### config.mk
export PLATFORM = sky130hd
export DESIGN_NAME = seq_stimulus_ctrl
export DESIGN_NICKNAME = d
export VERILOG_FILES = /design/src/rtl/seq_stimulus_ctrl_pkg.sv /design/src/rtl/seq_stimulus_ctrl.sv
export SDC_FILE = /design/constraint.sdc
export NUM_CORES = 1
export LEC_CHECK = 0
export CORE_ASPECT_RATIO = 0.6
export CORE_MARGIN = 3
export CORE_UTILIZATION = 30
export CTS_CLUSTER_DIAMETER = 80
export CTS_CLUSTER_SIZE = 16
export DETAILED_ROUTE_END_ITERATION = 12
export PLACE_DENSITY_LB_ADDON = 0.15
export SLEW_MARGIN = 40
export SYNTH_ARGS = -nofsm -noshare
export SYNTH_HDL_FRONTEND = slang
export SYNTH_SLANG_ARGS = --single-unit
### constraint.sdc
create_clock -name clk -period 5.9 [get_ports clk]
set_input_delay 1.18 -clock clk [delete_from_list [all_inputs] [get_ports clk]]
set_output_delay 1.18 -clock clk [all_outputs]
set_load 0.05 [all_outputs]
### src/rtl/seq_stimulus_ctrl_pkg.sv
// ---------------------------------------------------------------------------
// seq_stimulus_ctrl_pkg
// Shared definitions for the sequence-detector stimulus controller:
//   - PAT_W : default maximum pattern length in bits
//   - CNT_W : default width of the length/index/hit counters (clog2(PAT_W+1))
//   - state_e : controller states IDLE -> CLEAR -> RUN -> DONE
// ---------------------------------------------------------------------------
package seq_stimulus_ctrl_pkg;

  localparam int PAT_W = 16;
  localparam int CNT_W = $clog2(PAT_W + 1);

  typedef enum logic [1:0] {
    ST_IDLE  = 2'd0,
    ST_CLEAR = 2'd1,
    ST_RUN   = 2'd2,
    ST_DONE  = 2'd3
  } state_e;

endpackage : seq_stimulus_ctrl_pkg

### src/rtl/seq_stimulus_ctrl.sv
// ---------------------------------------------------------------------------
// seq_stimulus_ctrl
// Drives a serial bit pattern into two sequence detectors (one binary-encoded,
// one one-hot) and compares their Moore outputs cycle by cycle.
//
// Ports
//   clk       in   system clock, all state on the rising edge
//   reset     in   asynchronous reset, active low
//   start     in   one-cycle run request, honoured only in IDLE with len != 0
//   pattern   in   [PAT_W] stimulus bits, LSB is driven first
//   len       in   [CNT_W] number of bits to drive, values above PAT_W clamp
//   z_bin     in   Moore output of the binary-encoded detector
//   z_oh      in   Moore output of the one-hot detector
//   w         out  registered serial stimulus to both detectors
//   det_rst   out  active-high reset for both detectors
//   busy      out  high during CLEAR and RUN
//   done      out  one-cycle pulse when a run completes
//   hit_count out  [CNT_W] sampled cycles with z_bin = 1, saturating at PAT_W
//   mismatch  out  sticky flag, set when z_bin != z_oh in a sampled cycle
// ---------------------------------------------------------------------------
module seq_stimulus_ctrl #(
  parameter int PAT_W = seq_stimulus_ctrl_pkg::PAT_W,
  parameter int CNT_W = seq_stimulus_ctrl_pkg::CNT_W
) (
  input  logic             clk,
  input  logic             reset,
  input  logic             start,
  input  logic [PAT_W-1:0] pattern,
  input  logic [CNT_W-1:0] len,
  input  logic             z_bin,
  input  logic             z_oh,
  output logic             w,
  output logic             det_rst,
  output logic             busy,
  output logic             done,
  output logic [CNT_W-1:0] hit_count,
  output logic             mismatch
);

  import seq_stimulus_ctrl_pkg::*;

  localparam logic [CNT_W-1:0] PAT_LEN_MAX = CNT_W'(PAT_W);
  localparam logic [CNT_W-1:0] CNT_ONE     = CNT_W'(1);

  state_e           state_q, state_d;
  logic [PAT_W-1:0] pat_q, pat_d;
  logic [CNT_W-1:0] len_q, len_d;
  logic [CNT_W-1:0] idx_q, idx_d;
  logic [CNT_W-1:0] hit_q, hit_d;
  logic             w_q, w_d;
  logic             mis_q, mis_d;

  logic [CNT_W-1:0] len_clamped;
  logic [CNT_W-1:0] idx_next;

  assign len_clamped = (len > PAT_LEN_MAX) ? PAT_LEN_MAX : len;
  assign idx_next    = idx_q + CNT_ONE;

  // State and datapath registers. Everything clears asynchronously so an
  // abandoned run leaves no trace and can never reach DONE.
  always_ff @(posedge clk or negedge reset) begin
    if (!reset) begin
      state_q <= ST_IDLE;
      pat_q   <= '0;
      len_q   <= '0;
      idx_q   <= '0;
      hit_q   <= '0;
      w_q     <= 1'b0;
      mis_q   <= 1'b0;
    end else begin
      state_q <= state_d;
      pat_q   <= pat_d;
      len_q   <= len_d;
      idx_q   <= idx_d;
      hit_q   <= hit_d;
      w_q     <= w_d;
      mis_q   <= mis_d;
    end
  end

  // Next-state and datapath logic.
  // w is registered, so the bit for RUN index i is prepared in the cycle
  // before: CLEAR loads bit 0, and RUN index i loads bit i+1. The pattern is
  // kept in a shift register so the next bit to drive is always pat_q[0].
  // Once the index reaches len the stimulus is forced low for the final
  // sampling cycle.
  always_comb begin
    state_d = state_q;
    pat_d   = pat_q;
    len_d   = len_q;
    idx_d   = idx_q;
    hit_d   = hit_q;
    w_d     = 1'b0;
    mis_d   = mis_q;

    unique case (state_q)
      ST_IDLE: begin
        if (start && (len != '0)) begin
          state_d = ST_CLEAR;
          pat_d   = pattern;
          len_d   = len_clamped;
          idx_d   = '0;
          hit_d   = '0;
          mis_d   = 1'b0;
        end
      end

      ST_CLEAR: begin
        state_d = ST_RUN;
        idx_d   = '0;
        w_d     = pat_q[0];
        pat_d   = pat_q >> 1;
      end

      ST_RUN: begin
        // Index 0 is skipped: the detectors have not seen any bit yet.
        if (idx_q != '0) begin
          if (z_bin && (hit_q != PAT_LEN_MAX)) begin
            hit_d = hit_q + CNT_ONE;
          end
          if (z_bin != z_oh) begin
            mis_d = 1'b1;
          end
        end

        if (idx_q == len_q) begin
          state_d = ST_DONE;
          idx_d   = '0;
        end else begin
          idx_d = idx_next;
          if (idx_next < len_q) begin
            w_d   = pat_q[0];
            pat_d = pat_q >> 1;
          end
        end
      end

      ST_DONE: begin
        state_d = ST_IDLE;
      end

      default: begin
        state_d = ST_IDLE;
      end
    endcase
  end

  // Status outputs decode the registered state. det_rst also follows the
  // block reset directly so the detectors clear together with this block.
  assign w         = w_q;
  assign busy      = (state_q == ST_CLEAR) || (state_q == ST_RUN);
  assign done      = (state_q == ST_DONE);
  assign det_rst   = (!reset) || (state_q == ST_CLEAR);
  assign hit_count = hit_q;
  assign mismatch  = mis_q;

endmodule : seq_stimulus_ctrl

==> run_results.csv, run 1 <==
group,metric,value,unit
routing,wl_per_cell,13.8,um
sta,slew_violations,0,
routing,via_per_inst,4.56,
yosys,postSynthNetCount,233,
clock_network,cts_setup_buffers,0,
worst_hold_path,hold_depth,2,
sta,maxClockFrequency,272,MHz
worst_hold_path,worst_hold_path_type,"flop to flop",
placement,dp_cells,311,
sta,setup_viol,0,
power,peakVddDrop,0.000188,V
setup_path,critPathMaxFanout,36,
setup_path,end_kind,"output pin",
yosys,yosysWarnings,0,
clock_network,clk_latency,0.27,ns
yosys,synth_compound_area_share,12.4,%
yosys,syn_area,2130,um^2
setup_path,rr_worst_depth,8,
final_layout,synthToLayoutAreaGrowth,26.8,%
grt,grt_busiest_layer,"met1",
grt,grt_antenna_before_repair,0,
clock_network,cts_buffer_depth,2,
worst_hold_path,min_delay_worst_endpoint,"len_q[0]$_DFFE_PN0P_",
sta,min_period,3.67,ns
setup_path,cp_data_arrival_time,2.49,ns
yosys,netlist_instances,194,
grt,track_usage,11.7,%
sta,whs,0.492,ns
floorplan,coreArea,6790,um^2
run,cap_violations,0,
final_layout,drive_above_1_share,20.8,%
sta,tightest_slew,0.714,ns
clock_network,numCtsBuffers,5,
routing,drtIter0Drc,61,
yosys,synth_cell_types,41,
sta,fin_tns_setup,0,ns
grt,grt_pass1_vias,1442,
power,p_leak,1.19,nW
routing,route.detailed.drc,0,
sta,final_hold_viol_count,0,
final_layout,nets,270,
setup_path,r2r-start,"idx_q[0]$_DFFE_PN0P_",
routing,vias,1451,
grt,grt_pass1_wl,7.52,mm
setup_path,critical_path_class,"input port to output pin",
clock_network,cts.clk_slew.worst_paths,0.05,ns
floorplan,placementRows,23,
clock_network,cts_tree,"yes",
floorplan,die_y,71.3,um
final_layout,multi_input_area,1170,um^2
yosys,synth_top_family_by_area,"multiplexers",
clock_network,cts_root_buffer,"clkbuf_16",
sta,rsz0062_at_grt,"false",
power,p_per_area,589,nW/um^2
floorplan,ioPinCount,36,
worst_hold_path,holdCritStartpoint,"len_q[0]$_DFFE_PN0P_",
routing,ant_nets,0,
floorplan,initial_core_util,31.4,%
grt,use_met2,13.9,%
yosys,synthAdderAreaFrac,7.63,%
grt,overflow,0,
routing,firstDrtPassIters,4,
placement,dp_hpwl,3.27,mm
setup_path,reg2reg_to,"pat_q[10]$_DFFE_PN0P_",
yosys,synth-simple-area-share,12.9,%
clock_network,postCtsHoldBufs,0,
sta,slew_headroom,52.1,%
setup_path,reg2reg_setup_slack,3.12,ns
outcome,status,"completed",
routing,wl,4.38,mm
final_layout,final_common_cell,"dfrtp_1",
final_layout,layout.cells.non_filler,318,
placement,portBuffers,35,
yosys,syn_avg_cell_area,11.0,um^2
setup_path,cp.required,4.72,ns
floorplan,dieArea,8190,um^2
yosys,synth_xor_area_share,3.64,%
sta,final.period_utilization,62.3,%
grt,grt_max_degree,37,
clock_network,clock-sinks,35,
grt,grt_util_met3,3.46,%
yosys,muxShareOfSynthArea,18.1,%
yosys,synth-seq-cells,35,
floorplan,die_w,115,um
placement,gp_congestion,0.740,
yosys,ys_seq_area_share,41.1,%
setup_path,start_kind,"input port",
sta,finClkSkew,0.00551,ns
final_layout,final_cell_mix,"dfrtp_1, clkdlybuf4s50_1, mux2_2",
final_layout,regArea,876,um^2
final_layout,fillers,675,
final_layout,antennaDiodeCount,0,
setup_path,cp-startpoint,"reset",
clock_network,cts_resized,0,
grt,grt_use_met1,19.9,%
clock_network,cts_max_level,2,
## cell type report
cell class	instances	share of cell area [%]
clock buffers	6	5.14
clock inverters	1	0.185
inverters	14	1.94
multi-input cells	139	43.2
flip-flops and latches	35	32.4
well taps	87	4.03
repair buffers	36	13.1
## cell usage after synthesis (all sizes together)
cell	n	area, um^2
nand2b	11	68.8
nor4b	2	17.5
mux2	31	387
a22o	1	8.76
inv	14	52.6
o21a	1	7.51
dfrtp	35	876
a21oi	6	30.0
buf	2	22.5
a31oi	2	27.5
a21boi	1	11.3
a21o	3	22.5
xor2	2	17.5
o311ai	1	26.3
nand2	16	60.1
o21bai	1	7.51
o22ai	1	6.26
o31ai	1	7.51
a211oi	1	7.51
clkbuf	4	15.0
and2	1	6.26
o41ai	1	8.76
and3	2	12.5
xnor2	6	60.1
o21ai	13	65.1
nor2	6	30.0
nor2b	2	12.5
ha	13	163
a31o	1	8.76
a221o	1	10.0
nand4	1	6.26
nor4bb	1	10.0
nand3	5	30.0
nor3	4	20.0
o211a	1	10.0
## metrics by stage
step	worst slack (ns)	total power, mW	util, %	cell area, um^2
2_1_floorplan	3.18	1.15	-	2130
3_3_place_gp	2.20	1.33	37.6	2560
3_5_place_dp	2.18	1.35	37.6	2560
4_1_cts	2.16	1.61	39.8	2700
5_1_grt	2.10	1.72	39.8	2700
6_report	2.23	1.59	39.8	2700
## registers in the layout (all words and copies together), names as in the netlist
register,flops
pat_q,16
hit_count,5
len_q,5
state_q,2
w,1
mismatch,1
idx_q,5
## logic make-up after synthesis
| kind of cell | after synthesis |
|---|---|
| AND/OR/NAND/NOR | 51 |
| AO/OA/AOI/OAI | 36 |
| flip-flops | 35 |
| multiplexers | 31 |
| buffers and inverters | 20 |
| adder cells (fa/ha/maj) | 13 |
| XOR/XNOR | 8 |
## worst max-delay path, stage by stage
cell and delay (ns):
buf_2 0.09, buf_4 0.27, nand2b_1 0.13, clkdlybuf4s50_1 0.80
## how the worst max path moves through the flow
stage / end / cells after the start
final: det_rst / 4
after global routing: det_rst / 4
after CTS: busy / 3
after detailed placement: det_rst / 4
after global placement: det_rst / 4
after floorplan: det_rst / 1
## layer usage
metal	wire, um	vias up
met4	19	0
met3	223	2
met2	1520	29
met1	2620	665
li1	-	755
met5	0	-
## power by group
| group | leakage [nW] | internal, mW | switching, mW |
|---|---|---|---|
| registers | 0.443 | 0.346 | 0.0772 |
| clock network | 0.0727 | 0.165 | 0.0910 |
| logic | 0.678 | 0.460 | 0.453 |
No activity file was read; power rests on OpenSTA's default activity.
==> run 2, diff against run 1 <==
- clock period: 5.9 -> 3.7 ns (I/O delays scaled with it)
==> run 2 against run 1 <==
- sequential share of layout area is 0.30 points lower
- cell area is 0.93% higher
- combinational power grew 60%
- register-to-register slack worse by 2.2 ns
- global-route usage is 0.33 points higher
- sequential power grew 60%
- via count grew 3.9%
- critical path depth grew 4
- worst setup slack lost 1.3 ns
- wire length is 4.0% higher
- core utilization is 0.37 points higher
- clock skew is essentially flat
==> run_results.csv, run 2 (synthesis results as in run 1) <==
group,metric,value,unit
outcome,status,"completed",
final_layout,largest_reg_flops,16,
setup_path,reg2reg_setup_slack,0.92,ns
clock_network,cts_tree,"yes",
clock_network,cts_root_buffer,"clkbuf_16",
clock_network,cts.clk_slew.worst_paths,0.05,ns
worst_hold_path,min_delay_worst_endpoint,"len_q[0]$_DFFE_PN0P_",
power,power_frac_comb,57.0,%
routing,route.detailed.drc,0,
power,switching_share,38.7,%
grt,grt_antenna_before_repair,0,
setup_path,path_common_cell,"ha_1",
clock_network,cts_buffer_depth,2,
sta,tightest_slew,0.656,ns
final_layout,utilization,40.2,%
sta,fin_tns_setup,0,ns
grt,grt_pass1_vias,1469,
final_layout,nets,272,
run,cap_violations,0,
power,peakVddDrop,0.000256,V
setup_path,critical_path_class,"flop to flop",
routing,wl,4.55,mm
routing,ant_nets,0,
sta,final_hold_viol_count,0,
sta,slew_violations,0,
setup_path,cp_data_arrival_time,2.93,ns
sta,finClkSkew,0.00506,ns
routing,firstDrtPassIters,4,
final_layout,regMostFlops,"pat_q",
grt,overflow,0,
grt,grt_max_degree,36,
power,power,2.57,mW
floorplan,coreArea,6790,um^2
grt,track_usage,12.0,%
clock_network,cts_max_level,2,
final_layout,drive_above_1_share,20.9,%
setup_path,end_kind,"flop",
grt,grt_pass1_wl,7.58,mm
worst_hold_path,holdCritStartpoint,"len_q[0]$_DFFE_PN0P_",
floorplan,die_w,115,um
setup_path,rr_worst_depth,8,
floorplan,die_y,71.3,um
clock_network,postCtsHoldBufs,0,
worst_hold_path,worst_hold_path_type,"flop to flop",
floorplan,ioPinCount,36,
power,power_frac_clock,16.7,%
floorplan,placementRows,23,
routing,drtIter0Drc,67,
setup_path,start_kind,"flop",
setup_path,reg2reg_to,"pat_q[10]$_DFFE_PN0P_",
setup_path,cp.required,3.85,ns
power,p_leak,1.21,nW
final_layout,synthToLayoutAreaGrowth,27.9,%
sta,min_period,2.78,ns
sta,slew_headroom,55.9,%
final_layout,final_common_cell,"dfrtp_1",
power,p_per_area,942,nW/um^2
setup_path,slowest_delay,0.51,ns
setup_path,cp-startpoint,"idx_q[0]$_DFFE_PN0P_",
power,seqPwrFrac,26.3,%
sta,maxClockFrequency,360,MHz
routing,vias,1507,
floorplan,dieArea,8190,um^2
sta,setup_viol,0,
clock_network,numCtsBuffers,5,
sta,rsz0062_at_grt,"false",
setup_path,critPathMaxFanout,15,
sta,final.period_utilization,75.1,%
placement,dp_hpwl,3.47,mm
routing,wl_per_cell,14.2,um
placement,portBuffers,35,
setup_path,slowest_stage,"nor2_4",
placement,gp_congestion,0.750,
final_layout,antennaDiodeCount,0,
routing,via_per_inst,4.69,
final_layout,final_cell_mix,"dfrtp_1, clkdlybuf4s50_1, mux2_2",
clock_network,clk_latency,0.27,ns
clock_network,clock-sinks,35,
clock_network,cts_setup_buffers,0,
power,internal_power,1.57,mW
setup_path,cp_cell_sequence,"inv_1, ha_1, ha_1, nor2b_1, o31ai_1, a211oi_1, nor2_4, mux2_2",
worst_hold_path,hold_depth,2,
setup_path,r2r-start,"idx_q[0]$_DFFE_PN0P_",
floorplan,initial_core_util,31.4,%
power,switchingPower,995,uW
clock_network,cts_resized,0,
[run 2: cell types whose count changed in the layout (fill, tap and decap cells not counted)]
| cell | delta |
|---|---|
| buf_4 | +2 |
| clkbuf_1 | +1 |
| clkbuf_8 | +1 |
| clkinv_2 | -1 |
| ha_1 | +1 |
| ha_2 | -1 |
[run 2: power groups by stage]
stage | clock network (mW) | logic [mW] | registers, mW
2_1_floorplan | 0 | 1.13 | 0.710
3_3_place_gp | 0 | 1.47 | 0.681
3_5_place_dp | 0 | 1.48 | 0.681
4_1_cts | 0.446 | 1.48 | 0.677
5_1_grt | 0.464 | 1.61 | 0.702
6_report | 0.430 | 1.46 | 0.676
[run 2: metal layers]
| layer | global-route usage [%] | part of all wire (%) |
|---|---|---|
| met5 | 0 | 0 |
| met1 | 20.0 | 60 |
| met2 | 14.3 | 35 |
| met3 | 3.88 | 4.6 |
| met4 | 2.73 | 0.37 |
[run 2: worst max-delay path by stage]
| stage | endpoint | slack [ns] |
|---|---|---|
| after detailed placement | pat_q[11]$_DFFE_PN0P_ | 0.86 |
| final | pat_q[10]$_DFFE_PN0P_ | 0.92 |
| after CTS | pat_q[11]$_DFFE_PN0P_ | 0.89 |
| after floorplan | pat_q[2]$_DFFE_PN0P_ | 1.23 |
| after global placement | pat_q[9]$_DFFE_PN0P_ | 0.89 |
| after global routing | pat_q[12]$_DFFE_PN0P_ | 0.73 |
[run 2: metrics by stage]
| step | setup WS [ns] | instance area, um^2 | hold WS, ns | instances |
|---|---|---|---|---|
| finish | 0.922 | 2730 | 0.490 | 321 |
| global route | 0.728 | 2730 | 0.529 | 321 |
| CTS | 0.889 | 2730 | 0.504 | 321 |
| detailed placement | 0.862 | 2570 | 0.492 | 313 |
| global placement | 0.895 | 2570 | 0.487 | 313 |
| floorplan | 1.23 | 2130 | 0.444 | 194 |
[run 2: final cells by class]
cell class	count	area [um^2]
Inverter	14	52.6
Clock buffer	8	156
Tap cell	87	109
Fill cell	699	4060
Timing Repair Buffer	38	368
Sequential cell	35	876
Multi-Input combinational cell	139	1170
[run 2: critical path: cells and delay by family (launching register included)]
kind	cells	cell delay, ns
AO/OA/AOI/OAI	2	0.49
adder cells (fa/ha/maj)	2	0.59
buffers and inverters	1	0.08
flip-flops	1	0.47
multiplexers	1	0.40
AND/OR/NAND/NOR	2	0.63
==> run 3, diff against run 2 <==
- clock period: 3.7 -> 2.6 ns (I/O delays scaled with it)
==> run 3 against run 2 <==
- global-route usage up 0.070 points
- wire length grew 3.5%
- core utilization rose by 0.74 points
- sequential power up 42%
- non-clock buffer count grew 4
- largest cell class unchanged
- die area unchanged
- largest power group unchanged
- critical endpoint unchanged
- first-iteration DRC count shrank 1.5%
- register-to-register slack lost 0.79 ns
==> run_results.csv, run 3 (synthesis results as in run 1) <==
group,metric,value,unit
outcome,status,"completed",
routing,route.detailed.drc,0,
clock_network,clk_latency,0.28,ns
power,internal_power,2.32,mW
worst_hold_path,worst_hold_path_type,"input port to asynchronous set/reset pin",
final_layout,antennaDiodeCount,0,
floorplan,die_y,71.3,um
setup_path,end_kind,"flop",
sta,min_period,2.47,ns
clock_network,cts_tree,"yes",
routing,vias,1505,
placement,dp_cells,317,
clock_network,cts_buffer_depth,2,
power,power_frac_comb,59.1,%
floorplan,placementRows,23,
setup_path,cp_data_arrival_time,2.63,ns
final_layout,synthToLayoutAreaGrowth,30.3,%
final_layout,final_common_cell,"dfrtp_1",
grt,grt_pass1_vias,1387,
sta,slew_violations,0,
floorplan,ioPinCount,36,
clock_network,cts_setup_buffers,0,
power,switching_share,38.8,%
clock_network,cts.clk_slew.worst_paths,0.06,ns
routing,drtIter0Drc,66,
final_layout,drive_above_1_share,24.5,%
grt,grt_antenna_before_repair,0,
sta,fin_tns_setup,0,ns
final_layout,layout.cells.non_filler,324,
clock_network,postCtsHoldBufs,0,
grt,overflow,0,
routing,ant_nets,0,
grt,track_usage,12.1,%
sta,final_hold_viol_count,0,
setup_path,path_common_cell,"ha_1",
setup_path,slowest_stage,"dfrtp_1",
final_layout,multi_input_area,1180,um^2
floorplan,coreArea,6790,um^2
sta,slew_headroom,52.2,%
final_layout,final_cell_mix,"dfrtp_1, clkdlybuf4s50_1, mux2_2",
final_layout,utilization,40.9,%
floorplan,dieArea,8190,um^2
sta,tightest_slew,0.712,ns
power,switchingPower,1.47,mW
power,p_per_area,1370,nW/um^2
sta,final.period_utilization,95.1,%
setup_path,slowest_delay,0.45,ns
final_layout,largest_reg_flops,16,
routing,firstDrtPassIters,4,
clock_network,numCtsBuffers,5,
power,p_leak,1.24,nW
power,power_frac_clock,15.7,%
routing,wl_per_cell,14.5,um
power,seqPwrFrac,25.2,%
floorplan,die_w,115,um
final_layout,regArea,876,um^2
clock_network,cts_max_level,2,
placement,portBuffers,35,
setup_path,cp_cell_sequence,"inv_1, ha_1, ha_1, nor2b_1, o31ai_2, a211oi_2, nor2_4, buf_12, mux2_2",
setup_path,critical_path_class,"flop to flop",
routing,via_per_inst,4.65,
floorplan,initial_core_util,31.4,%
placement,gp_congestion,0.824,
final_layout,regMostFlops,"pat_q",
run,cap_violations,0,
power,peakVddDrop,0.000475,V
grt,grt_pass1_wl,7.55,mm
placement,dp_hpwl,3.49,mm
final_layout,fillers,682,
clock_network,cts_resized,0,
grt,grt_max_degree,36,
routing,wl,4.71,mm
sta,setup_viol,0,
sta,maxClockFrequency,405,MHz
sta,rsz0062_at_grt,"false",
clock_network,cts_root_buffer,"clkbuf_16",
setup_path,start_kind,"flop",
sta,finClkSkew,0.00500,ns
clock_network,clock-sinks,35,
setup_path,critPathMaxFanout,15,
setup_path,cp.required,2.76,ns
final_layout,nets,276,
## run 3: metrics by stage
| stage | cell area (um^2) | total power [mW] | hold WS (ns) | worst slack (ns) |
|---|---|---|---|---|
| 2_1_floorplan | 2130 | 2.62 | 0.224 | 0.133 |
| 5_1_grt | 2780 | 4.07 | 0.404 | 0.0390 |
| 4_1_cts | 2770 | 3.80 | 0.375 | 0.0500 |
| 3_5_place_dp | 2620 | 3.19 | 0.492 | 0.0631 |
| 3_3_place_gp | 2620 | 3.18 | 0.490 | 0.0932 |
| 6_report | 2780 | 3.80 | 0.350 | 0.128 |
## run 3: critical path: cells and delay by family (launching register included)
family	cells	cell delay (ns)
adder cells (fa/ha/maj)	2	0.62
AND/OR/NAND/NOR	2	0.28
buffers and inverters	2	0.24
flip-flops	1	0.45
multiplexers	1	0.34
AO/OA/AOI/OAI	2	0.42
## run 3: worst paths after layout
| kind | start | endpoint | slack, ns | depth (start not counted) |
|---|---|---|---|---|
| worst min-delay path | reset | hit_count[4]$_DFFE_PN0P_ | 0.35 | 2 |
| worst min register to register | pat_q[11]$_DFFE_PN0P_ | pat_q[11]$_DFFE_PN0P_ | 0.50 | 1 |
| min in group clk | pat_q[11]$_DFFE_PN0P_ | pat_q[11]$_DFFE_PN0P_ | 0.50 | 1 |
| worst max register to register | idx_q[0]$_DFFE_PN0P_ | pat_q[10]$_DFFE_PN0P_ | 0.13 | 9 |
| worst max-delay path | idx_q[0]$_DFFE_PN0P_ | pat_q[10]$_DFFE_PN0P_ | 0.13 | 9 |
| max in group asynchronous | reset | pat_q[15]$_DFFE_PN0P_ | 1.91 | 2 |
## run 3: power by group through the flow
stage | logic [mW] | clock network [mW] | registers, mW
6_report | 2.24 | 0.597 | 0.958
5_1_grt | 2.44 | 0.639 | 0.989
4_1_cts | 2.23 | 0.614 | 0.960
3_5_place_dp | 2.23 | 0 | 0.964
3_3_place_gp | 2.21 | 0 | 0.967
2_1_floorplan | 1.60 | 0 | 1.01
## run 3: per-layer routing
metal,up-vias,GRT usage [%],share of wire [%]
met4,0,3.13,0.68
li1,765,-,-
met5,-,0,0
met3,5,3.97,4.9
met2,28,13.5,35
met1,707,20.6,60
## run 3: area by class of cell
| cell class | instances | share of cell area [%] |
|---|---|---|
| Sequential cell | 35 | 31.5 |
| Tap cell | 87 | 3.92 |
| Clock inverter | 1 | 0.180 |
| Multi-Input combinational cell | 139 | 42.4 |
| Inverter | 14 | 1.89 |
| Clock buffer | 6 | 5.00 |
| Timing Repair Buffer | 42 | 15.0 |
